<file path="config.mk">
export PLATFORM = sky130hd
export DESIGN_NAME = jtag_shift_engine
export DESIGN_NICKNAME = d
export VERILOG_FILES = /design/src/rtl/jtag_shift_engine.sv
export SDC_FILE = /design/constraint.sdc
export NUM_CORES = 1
export LEC_CHECK = 0
export BUFFER_PORTS_ARGS = -buffer_cell sky130_fd_sc_hd__buf_2
export CAP_MARGIN = 20
export CORE_ASPECT_RATIO = 0.8
export CORE_MARGIN = 2
export CORE_UTILIZATION = 40
export DETAILED_ROUTE_END_ITERATION = 16
export HOLD_SLACK_MARGIN = 0.12
export SYNTH_ARGS = -nofsm -noshare
export SYNTH_HDL_FRONTEND = slang
export SYNTH_SLANG_ARGS = --single-unit
</file>
<file path="constraint.sdc">
create_clock -name clk -period 4.8 [get_ports clk]
set_clock_uncertainty 0.05 [all_clocks]
set_input_delay 0.96 -clock clk [delete_from_list [all_inputs] [get_ports clk]]
set_output_delay 0.96 -clock clk [all_outputs]
set_load 0.005 [all_outputs]
</file>
<file path="src/rtl/jtag_shift_engine.sv">
// JTAG shift engine: pops IR/DR words from the command FIFOs, drives the TAP
// pins, and packs captured DR bits into bytes for the TDO FIFO.
module jtag_shift_engine #(
  parameter int DATA_INSTRUCTION = 10,
  parameter int DATA_FIFO        = 8,
  parameter int FIFO_DEPTH       = 16,
  parameter int CLK_DIV          = 4
) (
  input  logic                          clk,
  input  logic                          rst,
  input  logic                          op,
  input  logic                          work,
  output logic                          busy,
  input  logic [DATA_INSTRUCTION-1:0]   rdata_instruction,
  output logic                          rd_instruction,
  input  logic                          empty_instruction,
  input  logic [DATA_FIFO-1:0]          rdata_data,
  output logic                          rd_data,
  input  logic                          empty_data,
  input  logic                          full_data,
  input  logic [$clog2(FIFO_DEPTH)-1:0] usedw_data,
  output logic [DATA_FIFO-1:0]          wdata_tdo,
  output logic                          wr_tdo,
  input  logic                          full_tdo,
  output logic                          ovf,
  output logic                          tck,
  output logic                          tms,
  output logic                          tdi,
  input  logic                          tdo
);
  localparam int DR_MAX   = DATA_FIFO * FIFO_DEPTH;
  localparam int MAX_BITS = (DATA_INSTRUCTION > DR_MAX) ? DATA_INSTRUCTION : DR_MAX;
  localparam int CW       = $clog2(MAX_BITS + 1);
  localparam int SW       = (DATA_INSTRUCTION > DATA_FIFO) ? DATA_INSTRUCTION : DATA_FIFO;
  localparam int WW       = $clog2(SW);
  localparam int BW       = $clog2(DATA_FIFO);
  localparam int DW       = $clog2(CLK_DIV);

  typedef enum logic [2:0] {
    ST_TAP_RESET, ST_IDLE, ST_NAV_IN, ST_SHIFT, ST_NAV_OUT
  } state_t;

  state_t                state_reg, state_next;
  logic [DW-1:0]         div_reg, div_next;
  logic                  tck_reg, tck_next, tms_reg, tms_next, tdi_reg, tdi_next;
  logic                  busy_reg, busy_next, op_reg, op_next;
  logic [2:0]            step_reg, step_next;
  logic [CW-1:0]         total_reg, total_next, bit_reg, bit_next;
  logic [WW-1:0]         wbit_reg, wbit_next;
  logic [SW-1:0]         sreg_reg, sreg_next;
  logic [DATA_FIFO-1:0]  cap_reg, cap_next, wdata_reg, wdata_next;
  logic [BW-1:0]         cap_cnt_reg, cap_cnt_next;
  logic                  rd_i_reg, rd_i_next, rd_d_reg, rd_d_next;
  logic                  wr_reg, wr_next, ovf_reg, ovf_next;
  logic                  tick, rise, fall, load;
  logic [SW-1:0]         load_word;
  logic [CW-1:0]         n_words;
  logic [WW-1:0]         wlast;

  always_comb begin
    state_next   = state_reg;
    div_next     = div_reg;
    tck_next     = tck_reg;
    tms_next     = tms_reg;
    tdi_next     = tdi_reg;
    busy_next    = busy_reg;
    op_next      = op_reg;
    step_next    = step_reg;
    total_next   = total_reg;
    bit_next     = bit_reg;
    wbit_next    = wbit_reg;
    sreg_next    = sreg_reg;
    cap_next     = cap_reg;
    cap_cnt_next = cap_cnt_reg;
    wdata_next   = wdata_reg;
    ovf_next     = ovf_reg;
    rd_i_next    = 1'b0;
    rd_d_next    = 1'b0;
    wr_next      = 1'b0;
    load         = 1'b0;
    load_word    = '0;
    rise         = 1'b0;
    fall         = 1'b0;
    tick         = (div_reg == DW'(CLK_DIV - 1));
    n_words      = full_data ? CW'(FIFO_DEPTH) : CW'(usedw_data);
    wlast        = op_reg ? WW'(DATA_FIFO - 1) : WW'(DATA_INSTRUCTION - 1);

    if (state_reg != ST_IDLE) begin
      div_next = tick ? '0 : div_reg + 1'b1;
      if (tick) tck_next = ~tck_reg;
      rise = tick & ~tck_reg;
      fall = tick & tck_reg;
    end

    case (state_reg)
      ST_TAP_RESET: begin
        if (fall) begin
          if (step_reg == 3'd5) begin
            state_next = ST_IDLE;
            busy_next  = 1'b0;
            tms_next   = 1'b0;
          end else begin
            step_next = step_reg + 1'b1;
            tms_next  = (step_reg < 3'd4);
          end
        end
      end
      ST_IDLE: begin
        div_next = '0;
        tck_next = 1'b0;
        tms_next = 1'b0;
        if (work && (op ? !empty_data : !empty_instruction)) begin
          state_next   = ST_NAV_IN;
          busy_next    = 1'b1;
          op_next      = op;
          step_next    = '0;
          tms_next     = 1'b1;
          cap_cnt_next = '0;
          total_next   = op ? n_words * CW'(DATA_FIFO) : CW'(DATA_INSTRUCTION);
        end
      end
      ST_NAV_IN: begin
        if (fall) begin
          if (step_reg == (op_reg ? 3'd2 : 3'd3)) begin
            state_next = ST_SHIFT;
            bit_next   = '0;
            tms_next   = (total_reg == CW'(1));
            load       = 1'b1;
          end else begin
            step_next = step_reg + 1'b1;
            tms_next  = !op_reg && (step_reg == 3'd0);
          end
        end
      end
      ST_SHIFT: begin
        // Capture register fills from the MSB so the first TDO bit ends at bit 0.
        if (rise && op_reg) begin
          cap_next = {tdo, cap_reg[DATA_FIFO-1:1]};
          if (cap_cnt_reg == BW'(DATA_FIFO - 1)) begin
            cap_cnt_next = '0;
            if (full_tdo) begin
              ovf_next = 1'b1;
            end else begin
              wr_next    = 1'b1;
              wdata_next = {tdo, cap_reg[DATA_FIFO-1:1]};
            end
          end else begin
            cap_cnt_next = cap_cnt_reg + 1'b1;
          end
        end
        if (fall) begin
          if (bit_reg == total_reg - 1'b1) begin
            state_next = ST_NAV_OUT;
            step_next  = '0;
            tms_next   = 1'b1;
          end else begin
            bit_next = bit_reg + 1'b1;
            tms_next = (bit_reg + CW'(2) == total_reg);
            if (wbit_reg == wlast) begin
              load = 1'b1;
            end else begin
              wbit_next = wbit_reg + 1'b1;
              tdi_next  = sreg_reg[0];
              sreg_next = sreg_reg >> 1;
            end
          end
        end
      end
      ST_NAV_OUT: begin
        // Step 2 waits out the half-period after the final falling edge.
        if (step_reg == 3'd2) begin
          if (tick) begin
            state_next = ST_IDLE;
            busy_next  = 1'b0;
            tck_next   = 1'b0;
            tms_next   = 1'b0;
            div_next   = '0;
          end
        end else if (fall) begin
          step_next = step_reg + 1'b1;
          tms_next  = 1'b0;
        end
      end
      default: state_next = ST_TAP_RESET;
    endcase

    if (load) begin
      load_word = op_reg ? SW'(rdata_data) : SW'(rdata_instruction);
      tdi_next  = load_word[0];
      sreg_next = load_word >> 1;
      wbit_next = '0;
      rd_d_next = op_reg;
      rd_i_next = ~op_reg;
    end
  end

  always_ff @(posedge clk) begin
    if (rst) begin
      state_reg   <= ST_TAP_RESET;
      div_reg     <= '0;
      tck_reg     <= 1'b0;
      tms_reg     <= 1'b1;
      tdi_reg     <= 1'b0;
      busy_reg    <= 1'b1;
      op_reg      <= 1'b0;
      step_reg    <= '0;
      total_reg   <= '0;
      bit_reg     <= '0;
      wbit_reg    <= '0;
      sreg_reg    <= '0;
      cap_reg     <= '0;
      cap_cnt_reg <= '0;
      wdata_reg   <= '0;
      ovf_reg     <= 1'b0;
      rd_i_reg    <= 1'b0;
      rd_d_reg    <= 1'b0;
      wr_reg      <= 1'b0;
    end else begin
      state_reg   <= state_next;
      div_reg     <= div_next;
      tck_reg     <= tck_next;
      tms_reg     <= tms_next;
      tdi_reg     <= tdi_next;
      busy_reg    <= busy_next;
      op_reg      <= op_next;
      step_reg    <= step_next;
      total_reg   <= total_next;
      bit_reg     <= bit_next;
      wbit_reg    <= wbit_next;
      sreg_reg    <= sreg_next;
      cap_reg     <= cap_next;
      cap_cnt_reg <= cap_cnt_next;
      wdata_reg   <= wdata_next;
      ovf_reg     <= ovf_next;
      rd_i_reg    <= rd_i_next;
      rd_d_reg    <= rd_d_next;
      wr_reg      <= wr_next;
    end
  end

  assign busy           = busy_reg;
  assign tck            = tck_reg;
  assign tms            = tms_reg;
  assign tdi            = tdi_reg;
  assign rd_instruction = rd_i_reg;
  assign rd_data        = rd_d_reg;
  assign wr_tdo         = wr_reg;
  assign wdata_tdo      = wdata_reg;
  assign ovf            = ovf_reg;
endmodule

</file>
==> flow_summary_export.csv <==
group,metric,value,unit
run_status,status,"finished clean",
synthesis,synth_edf_count,0,
clocking,clock_sinks,62,
run,drv_cap,0,
setup_path,cp-start-kind,"register",
sta,max_slew_margin,0.267,
setup_path,worst_ep_required_time,5.01,ns
finish,postLayoutCoreUtil,0.476,
clocking,clk_latency,0.34,ns
synthesis,netlist_instances,408,
global_routing,antenna_found_initial,0,
sta,post-route-period-util,0.646,
floorplan,dieArea,0.00920,mm²
sta,final_max_slew_viol_count,0,
clocking,post_cts_buffers,0,
pwr,irDropWorstVdd,0.141,mV
hold_path,hold_path_class,"reg2reg",
synthesis,ys_types,61,
sta,rsz0062_at_grt,"no",
clocking,cts_max_level,3,
floorplan,fp.dieH,86.2,µm
setup_path,path_max_fanout,11,
detailed_routing,wirelength,7.94,mm
synthesis,yosys_warnings,0,
floorplan,io_pins,47,
finish,area_growth,13.4,%
global_routing,use_met2,0.279,
global_routing,grt_max_degree,55,
placement,place_hpwl,5.62,mm
synthesis,syn_nets,452,
synthesis,yosysTopAreaCell,"dfxtp_1",
finish,fillCellCount,830,
synthesis,synth_area,0.00338,mm²
synthesis,synthFlopType,"dfxtp_1",
placement,finalWeightedCongestion,0.806,
global_routing,grt_pass1_wl,13.2,mm
floorplan,rows,29,
setup_path,crit_arrival,3.31,ns
synthesis,syn_avg_cell_area,8.28,µm²
global_routing,grt_pass1_vias,2790,
sta,worstMarginPinSlew,1.10,ns
synthesis,synth_seq_area_share,0.367,
floorplan,core_area,0.00806,mm²
detailed_routing,route.detailed.drc,0,
setup_path,worst-setup-path-type,"reg2reg",
clocking,clk_path_buf_depth,2,
sta,period_needed,3.10,ns
global_routing,grt_busiest_layer,"met2",
floorplan,die_w,107,µm
clocking,clkTransAtPathRegs,0.07,ns
synthesis,synth_area_leaders,"dfxtp_1 (37%), a21oi_1 (5.3%), mux2i_1 (5.3%)",
global_routing,grt_use_met3,0.0549,
global_routing,grt_usage,0.180,
sta,final-hold-violation-count,0,
synthesis,ys_ff_latch,62,
synthesis,synth_top_area_frac,0.367,
finish,antenna_cells,0,
clocking,cts_buffers,9,
placement,port_buffers,46,
detailed_routing,viasPerCell,5.47,
clocking,cts_tree,"built",
clocking,cts_root_buf,"clkbuf_8",
clocking,cts_hold_buf,0,
finish,fin_nets,483,
floorplan,start_util,0.419,
synthesis,synth_common_cells,"dfxtp_1 (62), nand2_1 (44), a21oi_1 (36)",
synthesis,async_reset_ff_frac,0,
detailed_routing,vias,3015,
global_routing,overflow,0,
detailed_routing,antenna_left,0,
sta,fmax,323,MHz
pwr,p_leak,1.41,nW
global_routing,grt_util_met1,0.245,
pwr,power-per-cell-area,263,mW/mm²
detailed_routing,drt-pass1-iter-count,5,
sta,fin_tns_setup,0,ns
detailed_routing,initialDrtViolationCount,151,
clocking,cts_resized,0,
sta,whs,0.393,ns
finish,largest_reg_flops,9,
setup_path,crit_path_end_kind,"register",
sta,setup_viol,0,
detailed_routing,wl_per_cell,14.4,µm
synthesis,synth.most_common_cell,"dfxtp_1",
finish,drive_above_1_share,0.165,
-- worst max-delay path, stage by stage (launching register included) --
cell	delay (ns)
dfxtp_1	0.41
inv_1	0.09
ha_1	0.30
xor2_1	0.13
nand2_1	0.08
nor4b_2	0.96
a31oi_1	0.33
or4b_1	0.53
a21oi_1	0.14
-- area by class of cell --
type                       count  area (µm²)  area share
tap                          108         135      0.0353
clock buffer                  11         141      0.0369
multi-input combinational    304        1970       0.515
sequential                    62        1240       0.324
inverter                      15        56.3      0.0147
timing repair buffer          47         238      0.0621
clock inverter                 4        47.5      0.0124
-- per-layer routing --
layer  routed length [µm]  share of wire
met4                   69         0.0087
met5                    0              0
met2                 3580           0.45
met1                 3950           0.50
met3                  338          0.043
-- metrics by stage --
stage	area (µm²)	instances	power (mW)	setup slack, ns
finish	3830	551	1.01	1.70
global route	3830	551	1.05	1.49
CTS	3830	551	1.02	1.72
detailed placement	3640	536	0.569	1.73
global placement	3640	536	0.568	1.77
floorplan	3380	408	0.550	2.29
-- worst paths after layout --
check	to	from	depth (start not counted)	slack, ns
setup / recovery	step_reg[1]$_SDFFE_PP0P_	total_reg[1]$_SDFFE_PP0P_	8	1.70
hold / removal	div_reg[0]$_SDFF_PP0_	div_reg[0]$_SDFF_PP0_	1	0.39
setup reg to reg	step_reg[1]$_SDFFE_PP0P_	total_reg[1]$_SDFFE_PP0P_	8	1.70
hold reg to reg	div_reg[0]$_SDFF_PP0_	div_reg[0]$_SDFF_PP0_	1	0.39
-- kinds of logic (layout without fill, tap and decap cells) --
| kind of cell | count (synthesis) | count (layout) | synth area share |
|---|---|---|---|
| AND/OR/NAND/NOR | 161 | 161 | 0.245 |
| AO/OA/AOI/OAI | 95 | 95 | 0.190 |
| flip-flops | 62 | 62 | 0.367 |
| buffers and inverters | 42 | 77 | 0.0507 |
| multiplexers | 19 | 19 | 0.0567 |
| XOR/XNOR | 16 | 16 | 0.0415 |
| adder cells (fa/ha/maj) | 13 | 13 | 0.0481 |
-- cells in the final DEF (no fill, tap or decap), types with 7 or more instances in the layout --
master	Yosys	routed
a21oi_1	36	36
a32o_1	7	7
buf_2	4	46
clkbuf_8	0	10
dfxtp_1	62	62
ha_1	13	13
inv_1	15	15
mux2i_1	18	18
nand2_1	44	44
nand3_1	13	13
nand4_1	11	11
nor2_1	35	35
nor3_1	13	13
o21ai_0	13	13
xnor2_1	12	12
-- where the power goes --
group / switching [mW] / internal [mW] / leakage, nW / total (mW)
Clock: 0.200 / 0.249 / 0.0952 / 0.450
Combinational: 0.0200 / 0.0170 / 0.810 / 0.0370
Sequential: 0.00176 / 0.518 / 0.500 / 0.519
No activity file was read; power rests on OpenSTA's default activity.
